**src/rtl/fpu_ret_gather.sv**
```systemverilog
//------------------------------------------------------------------------------
// fpu_ret_gather
//   Gathers retire tags from FPU lanes 1/3/5 into a circular FIFO and presents
//   the two oldest entries to the retire consumer. Tracks sticky exception
//   flags and an overflow flag.
// Revision: 1.0 - initial release
//------------------------------------------------------------------------------
`default_nettype none

module fpu_ret_gather #(
    parameter int DEPTH      = 8,
    parameter int STALL_FREE = 3
) (
    input  logic                     clk,
    input  logic                     rst_n,
    input  logic [13:0]              i_u1_ret,
    input  logic [13:0]              i_u3_ret,
    input  logic [13:0]              i_u5_ret,
    input  logic                     i_u1_ret_en,
    input  logic                     i_u3_ret_en,
    input  logic                     i_u5_ret_en,
    input  logic [5:0]               i_fus0,
    input  logic [5:0]               i_fus1,
    input  logic [5:0]               i_fus2,
    input  logic                     i_rt_rdy,
    input  logic                     i_exc_clr,
    output logic [13:0]              o_rt_data0,
    output logic [13:0]              o_rt_data1,
    output logic                     o_rt_vld0,
    output logic                     o_rt_vld1,
    output logic [$clog2(DEPTH):0]   o_fifo_cnt,
    output logic                     o_stall_out,
    output logic [5:0]               o_exc_acc,
    output logic                     o_ovf
);

    localparam int AW = $clog2(DEPTH);
    localparam int CW = AW + 1;
    localparam logic [CW-1:0] c_DEPTH = CW'(DEPTH);

    logic [13:0]   r_mem [DEPTH];
    logic [AW-1:0] r_rd_ptr;
    logic [AW-1:0] r_wr_ptr;
    logic [CW-1:0] r_cnt;
    logic          r_stall;
    logic [5:0]    r_exc;
    logic          r_ovf;

    logic          w_vld0, w_vld1;
    logic [CW-1:0] w_pops, w_free, w_pos3, w_pos5, w_push, w_cnt_nxt;
    logic          w_acc1, w_acc3, w_acc5, w_drop;
    logic [AW-1:0] w_a3, w_a5, w_rd1;
    logic [31:0]   w_space;
    logic          w_stall_nxt;
    logic [5:0]    w_exc_set;

    assign w_vld0 = (r_cnt >= CW'(1));
    assign w_vld1 = (r_cnt >= CW'(2));
    assign w_pops = i_rt_rdy ? (CW'(w_vld0) + CW'(w_vld1)) : '0;
    // Pops retire first, so their slots are reusable by this cycle's push.
    assign w_free = c_DEPTH - r_cnt + w_pops;

    // Enabled lanes are packed in u1, u3, u5 order; each tag's position in
    // that packing decides both its write slot and whether it fits.
    assign w_pos3 = CW'(i_u1_ret_en);
    assign w_pos5 = w_pos3 + CW'(i_u3_ret_en);
    assign w_acc1 = i_u1_ret_en && (w_free != '0);
    assign w_acc3 = i_u3_ret_en && (w_pos3 < w_free);
    assign w_acc5 = i_u5_ret_en && (w_pos5 < w_free);
    assign w_push = CW'(w_acc1) + CW'(w_acc3) + CW'(w_acc5);
    assign w_drop = (i_u1_ret_en && !w_acc1) || (i_u3_ret_en && !w_acc3) ||
                    (i_u5_ret_en && !w_acc5);

    assign w_a3  = r_wr_ptr + AW'(w_pos3);
    assign w_a5  = r_wr_ptr + AW'(w_pos5);
    assign w_rd1 = r_rd_ptr + AW'(1);

    assign w_cnt_nxt   = r_cnt - w_pops + w_push;
    assign w_space     = 32'(DEPTH) - 32'(w_cnt_nxt);
    assign w_stall_nxt = (w_space < 32'(STALL_FREE));

    assign w_exc_set = (i_u1_ret_en ? i_fus0 : 6'd0) |
                       (i_u3_ret_en ? i_fus1 : 6'd0) |
                       (i_u5_ret_en ? i_fus2 : 6'd0);

    always_ff @(posedge clk) begin
        if (w_acc1) r_mem[r_wr_ptr] <= i_u1_ret;
        if (w_acc3) r_mem[w_a3]     <= i_u3_ret;
        if (w_acc5) r_mem[w_a5]     <= i_u5_ret;
    end

    always_ff @(posedge clk or negedge rst_n) begin
        if (!rst_n) begin
            r_rd_ptr <= '0;
            r_wr_ptr <= '0;
            r_cnt    <= '0;
            r_stall  <= 1'b0;
            r_exc    <= 6'd0;
            r_ovf    <= 1'b0;
        end else begin
            r_rd_ptr <= r_rd_ptr + AW'(w_pops);
            r_wr_ptr <= r_wr_ptr + AW'(w_push);
            r_cnt    <= w_cnt_nxt;
            r_stall  <= w_stall_nxt;
            r_exc    <= (i_exc_clr ? 6'd0 : r_exc) | w_exc_set;
            if (w_drop) r_ovf <= 1'b1;
        end
    end

    assign o_rt_data0  = r_mem[r_rd_ptr];
    assign o_rt_data1  = r_mem[w_rd1];
    assign o_rt_vld0   = w_vld0;
    assign o_rt_vld1   = w_vld1;
    assign o_fifo_cnt  = r_cnt;
    assign o_stall_out = r_stall;
    assign o_exc_acc   = r_exc;
    assign o_ovf       = r_ovf;

endmodule

`default_nettype wire
```
**config.mk**
```make
export PLATFORM = sky130hd
export DESIGN_NAME = fpu_ret_gather
export DESIGN_NICKNAME = d
export VERILOG_FILES = /design/src/rtl/fpu_ret_gather.sv
export SDC_FILE = /design/constraint.sdc
export NUM_CORES = 1
export LEC_CHECK = 0
export CORE_MARGIN = 4
export CORE_UTILIZATION = 58
export DETAILED_ROUTE_END_ITERATION = 12
export PLACE_DENSITY = 0.82
export SLEW_MARGIN = 25
export SYNTH_ARGS = -nofsm -noshare
export SYNTH_HDL_FRONTEND = slang
export SYNTH_SLANG_ARGS = --single-unit
export TNS_END_PERCENT = 10
```
**constraint.sdc**
```tcl
create_clock -name clk -period 6.2 [get_ports clk]
set_clock_uncertainty 0.15 [all_clocks]
set_input_delay 0.62 -clock clk [delete_from_list [all_inputs] [get_ports clk]]
set_output_delay 0.62 -clock clk [all_outputs]
set_load 0.01 [all_outputs]
```
## Word level (Yosys, flattened, before mapping)

Memory sizes are Yosys's and may differ from the RTL's.
Index checks and enable logic that the tools add are counted.

| cells by class | value |
|---|---|
| $add $sub $neg | 14 |
| bitwise gates (word level) | 3 |
| reductions and logical operators | 12 |
| divide/modulo/power cells | 0 |
| multipliers | 0 |
| shifts and indexed selects | 0 |
| eq/ne operators | 0 |
| multiplexer cells | 11 |
| magnitude comparators | 5 |

Operators by type and width:

| operator | number |
|---|---|
| $lt 32x2->1 const B | 1 |
| $mux 6 | 4 |
| $or 6x6->6 | 3 |
| $add 1x1->2 | 3 |
| $add 3x2->3 | 2 |
| $logic_and 1x1->1 | 6 |
| $mux 1 | 6 |
| $sub 4x4->5 const A | 1 |
| $add 4x2->4 | 1 |
| $add 4x3->4 | 1 |
| $ge 4x1->1 const B | 1 |
| $ge 4x2->1 const B | 1 |
| $lt 1x4->1 | 1 |
| $lt 2x4->1 | 1 |
| $reduce_bool 4->1 | 1 |
| $sub 4x2->4 | 1 |
| $sub 4x4->4 const A | 1 |
| $add 2x1->3 | 1 |
| $add 3x1->3 | 1 |
| $add 3x1->3 const B | 1 |
| $add 3x3->3 | 1 |
| $logic_not 1->1 | 3 |
| $logic_or 1x1->1 | 2 |
| $mux 2 | 1 |

| storage, ports and cells | value |
|---|---|
| memories kept | 1 |
| bits in writable memories | 112 |
| word-level logic and storage cells | 52 |
| bits of input ports | 67 |
| memory bits (read-only) | 0 |
| output and inout bits | 42 |
| flip-flop bits (word level) | 18 |
| latch bits | 0 |

Memory list:

| name | words | width | read ports | clocked after Yosys merged registers in | wr ports | RTL line | source |
|---|---|---|---|---|---|---|---|
| r_mem | 8 | 14 | 2 | 0 | 3 | 41 | `logic [13:0] r_mem [DEPTH];` |

## Logic depth before layout (Yosys ltp)

| depth | value |
|---|---|
| word-level depth | 11 |
| mapped depth | 23 |
| gate-level depth less buffers | 22 |

## Worst setup path before layout

No wires, ideal clock.

| timing | value |
|---|---|
| path type | register -> register |
| start | register r_cnt[3] (netlist: o_fifo_cnt[3]) |
| end | register r_stall (netlist: o_stall_out) |
| arrival time | 5156 ps |
| stages on the path, launching flop included | 24 |
| data required time | 5971 ps |
| period minus slack after synthesis | 5386 ps |
| buffers on the path | 2 |
| library setup time | 79 ps |
| setup slack | 814 ps |
| path through | dfrtp_1 -> inv_1 -> ha_1 -> o21ai_0 -> nand2_1 -> ha_1 -> nand2_1 -> ha_1 -> fa_1 -> nor2_1 -> nor4b_1 -> o311ai_1 -> clkbuf_1 -> clkbuf_1 -> and2_1 -> fa_1 -> inv_1 -> ha_1 -> inv_1 -> ha_1 -> fa_1 -> xor2_1 -> or3_1 -> mux2i_1 |

| on the way | value |
|---|---|
| word-level cells in the longest chain between the ends | 11 |
| elaborated cells between the ends (all ways) | 18 |
| those cells by class | add/sub (8); order compare (5); mux (1); reduce/logical (4) |

RTL lines:

| what | RTL line | source |
|---|---|---|
| from (decl) | 44 | `logic [CW-1:0] r_cnt;` |
| from (signal assigned) | 103 | `r_cnt <= w_cnt_nxt;` |
| $ge 4x1->1 (*) | 57 | `assign w_vld0 = (r_cnt >= CW'(1));` |
| via o_rt_vld0 | 29 | `output logic o_rt_vld0,` |
| $add 1x1->2 (*) | 59 | `assign w_pops = i_rt_rdy ? (CW'(w_vld0) + CW'(w_vld1)) : '0;` |
| $mux 2 (*) | 59 |  |
| $add 4x2->4 | 61 | `assign w_free = c_DEPTH - r_cnt + w_pops;` |
| $lt 1x4->1 or $reduce_bool 4->1 (tied branches) | 68, 67 |  |
| $logic_and 1x1->1, on equally long branches | 68, 67 |  |
| $add 1x1->2 | 70 | `assign w_push = CW'(w_acc1) + CW'(w_acc3) + CW'(w_acc5);` |
| $add 2x1->3 | 70 |  |
| $add 4x3->4 (*) | 78 | `assign w_cnt_nxt = r_cnt - w_pops + w_push;` |
| via w_cnt_nxt[2] | 50 | `logic [CW-1:0] w_pops, w_free, w_pos3, w_pos5, w_push, w_cnt_nxt;` |
| $sub 4x4->5 (*) | 79 | `assign w_space = 32'(DEPTH) - 32'(w_cnt_nxt);` |
| $lt 32x2->1 (*) | 80 | `assign w_stall_nxt = (w_space < 32'(STALL_FREE));` |
| via w_stall_nxt | 54 | `logic w_stall_nxt;` |
| to (signal assigned) | 104 | `r_stall <= w_stall_nxt;` |
| to (decl) | 45 | `logic r_stall;` |

The timed path passes the listed nets; every way through them passes the cells marked *.
A chain may end at the register's enable or synchronous reset.

## Worst setup path after layout

| timing | value |
|---|---|
| start | register r_cnt[3] (netlist: o_fifo_cnt[3]) |
| end | register r_stall (netlist: o_stall_out) |

| on the way | value |
|---|---|
| word-level cells in the longest chain between the ends | 11 |
| elaborated cells between the ends (all ways) | 18 |
| those cells by class | add/sub (8); order compare (5); mux (1); reduce/logical (4) |

RTL lines:

| what | RTL line |
|---|---|
| $ge 4x1->1 or $ge 4x2->1 (tied branches) | 57, 58 |
| $add 1x1->2 | 59 |
| $mux 2 | 59 |
| $add 4x2->4 | 61 |
| $lt 1x4->1 or $reduce_bool 4->1 (tied branches) | 68, 67 |
| $logic_and 1x1->1, on equally long branches | 68, 67 |
| $add 1x1->2 | 70 |
| $add 2x1->3 | 70 |
| $add 4x3->4 (*) | 78 |
| via w_cnt_nxt[2] | 50 |
| $sub 4x4->5 (*) | 79 |
| $lt 32x2->1 (*) | 80 |
| via w_stall_nxt | 54 |

Marks and branches as above.

==> run metrics <==
die width ~140 µm; Final #Nets 991; row cnt 47; worst skew pair latency 430 ps; Hold Crit Class flip-flop to flip-flop; hold path cells 1; Post-Layout Cell Count 1132; P_leak 4.086 nW; Period Utilization, post-route between 90 and 100%; worst-margin pin slew between 1000 and 1500 ps; pins over their slew limit 0; Initial Util between 50% and 60%; fin crit period 5687 ps; worst r2r src o_fifo_cnt[3]; Peak VDD IR 0.4413 mV; DRC errors left 0; Reg area 0.003816 mm²; hold_sp o_ovf; share of post-route cells with drive strength above 1 29.82%; global-route wire length before repair a little over 50000 µm; Num CTS Buffers 17; dpl ws 357.4 ps; netlist area before placement between 0.009 and 0.01 mm²; GRT Overall Usage 34.40%; MaxCap Viol Count 0; final setup TNS 0 ps; crit-path max FO 8; Critical Path Start o_fifo_cnt[3]; Ys Warns 0; commonest non-fill, non-tap cell in the layout mux2_2; worst-case reg-to-reg path depth 21; WL/cell between 30 and 40 µm; hold endpoint o_ovf; Die ar. slightly below 0.02 mm²; Cell variety after synth 43; flop-to-flop setup slack approximately 510 ps; outcome finished, final reports clean; Gate Count Post-Synth roughly 830; syn nets ~920; number of synthesized register bits 130; Max transition margin 21.85%; CP Capture Type flip-flop; WP data arrival around 5900 ps; Main synth FF type edfxtp_1; power density over the cells between 700 and 800 mW/mm²; Reg-to-Reg End o_stall_out; Critical Path RT 6400 ps; placer congestion estimate 0.9410; Startpoint Class flip-flop; fillcell total 1121; area of the core 0.01664 mm²; Syn Area/Cell approximately 12 µm²; Post-CTS Setup Bufs 0; unrepaired setup endpoints after global routing false; setup ws final between 500 and 600 ps; initial antenna violation count 0; Crit-path slowest cell fa_1; vias in the first global route 8959; IO buf count between 100 and 150; critical path's top delay family adder cells; clk buf depth 2; global route overflow 0; delay of the slowest critical-path stage 580 ps; largest net degree at the start of global routing 113; Async S/R FF share, synth 13.85%; critical path cell sequence inv_1 -> ha_1 -> o21ai_0 -> nand2_1 -> ha_1 -> nand2_1 -> ha_1 -> fa_1 -> nor2_1 -> nor4b_2 -> o311ai_0 -> and2_1 -> fa_1 -> inv_1 -> ha_1 -> inv_1 -> ha_1 -> fa_1 -> xor2_1 -> or3_1 -> mux2i_1; vias per inst between 7 and 8; FMAX 175.8 MHz; Area growth syn-to-layout 19.35%; crit path kind flip-flop to flip-flop; EDFF count, synth 112; ant diodes 0; Final setup viols 0; sequential element share of the synthesized area 38.51%; crit path buf inv count 3; clk slew on worst S/H paths 60 ps; Cells after DPL 1099; First DRT Iteration DRCs 1877; Hold Vio Cnt, Final 0; area of the multi-input gates 0.005725 mm²; via count 8781; most frequent cells in the layout mux2_2, nor2_1, a32o_1, edfxtp_1, clkdlybuf4s50_1; DRT Pass-1 Iters 9; Ports around 110; Routed Antenna Nets 0; CP dominant cell by count ha_1; Post-Route WL around 34000 µm; Hold-fix buffers, CTS 0; clock sinks 130; Die H 138.7 µm; CTS tree yes; H-tree lvl count 4; clock root buffer clkbuf_16; Post-DP HPWL about 21000 µm
-- worst register-to-register path: stages, from the launching register on --
cell and delay, ps:
dfrtp_1 490, inv_1 150, ha_1 200, o21ai_0 80, nand2_1 100, ha_1 290, nand2_1 70, ha_1 220
fa_1 410, nor2_1 270, nor4b_2 470, o311ai_0 270, and2_1 260, fa_1 580, inv_1 60, ha_1 260
inv_1 40, ha_1 210, fa_1 390, xor2_1 190, or3_1 320, mux2i_1 140
-- synthesized netlist by cell type, types with 3 or more instances --
cell / n / area [µm²]
inv_1: 17 / 63.81
nand4_1: 10 / 62.56
xor2_1: 6 / 52.55
a221o_1: 6 / 60.06
nor2b_1: 3 / 18.77
a32o_1: 112 / 1121
o211ai_1: 7 / 52.55
and2_1: 12 / 75.07
ha_1: 18 / 225.2
edfxtp_1: 112 / 3363
mux4_2: 56 / 1261
mux2_2: 140 / 1577
buf_1: 12 / 45.04
nor2_1: 116 / 435.4
a211o_1: 8 / 70.07
xnor2_1: 3 / 26.28
clkbuf_1: 54 / 202.7
nand3b_1: 3 / 22.52
dfrtp_1: 18 / 450.4
nand2b_1: 3 / 18.77
o21ai_0: 9 / 45.04
nand2_1: 40 / 150.1
nor3_1: 7 / 35.03
fa_1: 7 / 140.1
buf_2: 25 / 125.1
o311ai_0: 3 / 26.28
nand3_1: 8 / 40.04
-- registers in the layout (all words and copies together), names as in the netlist --
register / count
o_fifo_cnt: 4
r_mem: 112
o_exc_acc: 6
r_rd_ptr: 3
o_stall_out: 1
r_wr_ptr: 3
o_ovf: 1
-- how the worst max path moves through the flow --
stage,to,slack (ps),cells past startpoint
floorplan,o_stall_out,810,23
global placement,o_stall_out,710,21
detailed placement,o_stall_out,360,19
CTS,o_stall_out,310,21
global route,o_stall_out,150,21
finish,o_stall_out,510,21
-- metrics by stage --
stage / power (W) / area [µm²] / hold WS [ps] / util [%]
global route: 0.008752 / 11820 / 383.7 / 71.01
finish: 0.008472 / 11820 / 382.4 / 71.01
CTS: 0.008284 / 11790 / 374.8 / 70.84
detailed placement: 0.007222 / 11190 / 356.9 / 67.23
global placement: 0.006998 / 11170 / 351.6 / 67.14
floorplan: 0.005246 / 9902 / 174.4 / -
-- cell families (layout without fill, tap and decap cells) --
| family | Yosys count | in the layout | synth area share, % |
|---|---|---|---|
| fa+ha+maj | 26 | 26 | 3.791 |
| xor+xnor | 9 | 9 | 0.7961 |
| flops | 130 | 130 | 38.51 |
| compound gates | 153 | 153 | 14.57 |
| mux | 197 | 197 | 28.76 |
| simple gates | 208 | 208 | 9.161 |
| buf+inv | 108 | 189 | 4.410 |
-- per-layer routing --
metal  GRT usage [%]  vias up  wire length [µm]
met5               0        -                 0
li1                -     3457                 -
met3           12.00      264              5330
met4           19.88        0              2512
met2           53.85      958             15240
met1           41.55     4102             11250
-- repair_timing --
| item | CTS | global route |
|---|---|---|
| resized for setup | 0 | 1 |
| endpoints found under the setup margin | 0 | 1 |
| hold endpoints to repair | 0 | 0 |
-- cell type report --
class                           count  share of cell area (%)
Clock buffer                       23                   4.584
Timing Repair Buffer              140                   11.31
Sequential cell                   130                   32.29
Inverter                           17                  0.5400
Tap cell                          220                   2.329
Clock inverter                      9                  0.4976
Multi-Input combinational cell    593                   48.45
-- where the power goes --
part	switching, W	internal (W)
registers	0.000282	0.00169
logic	0.00294	0.00255
clock network	0.000391	0.000616
No activity file was read; power rests on OpenSTA's default activity.
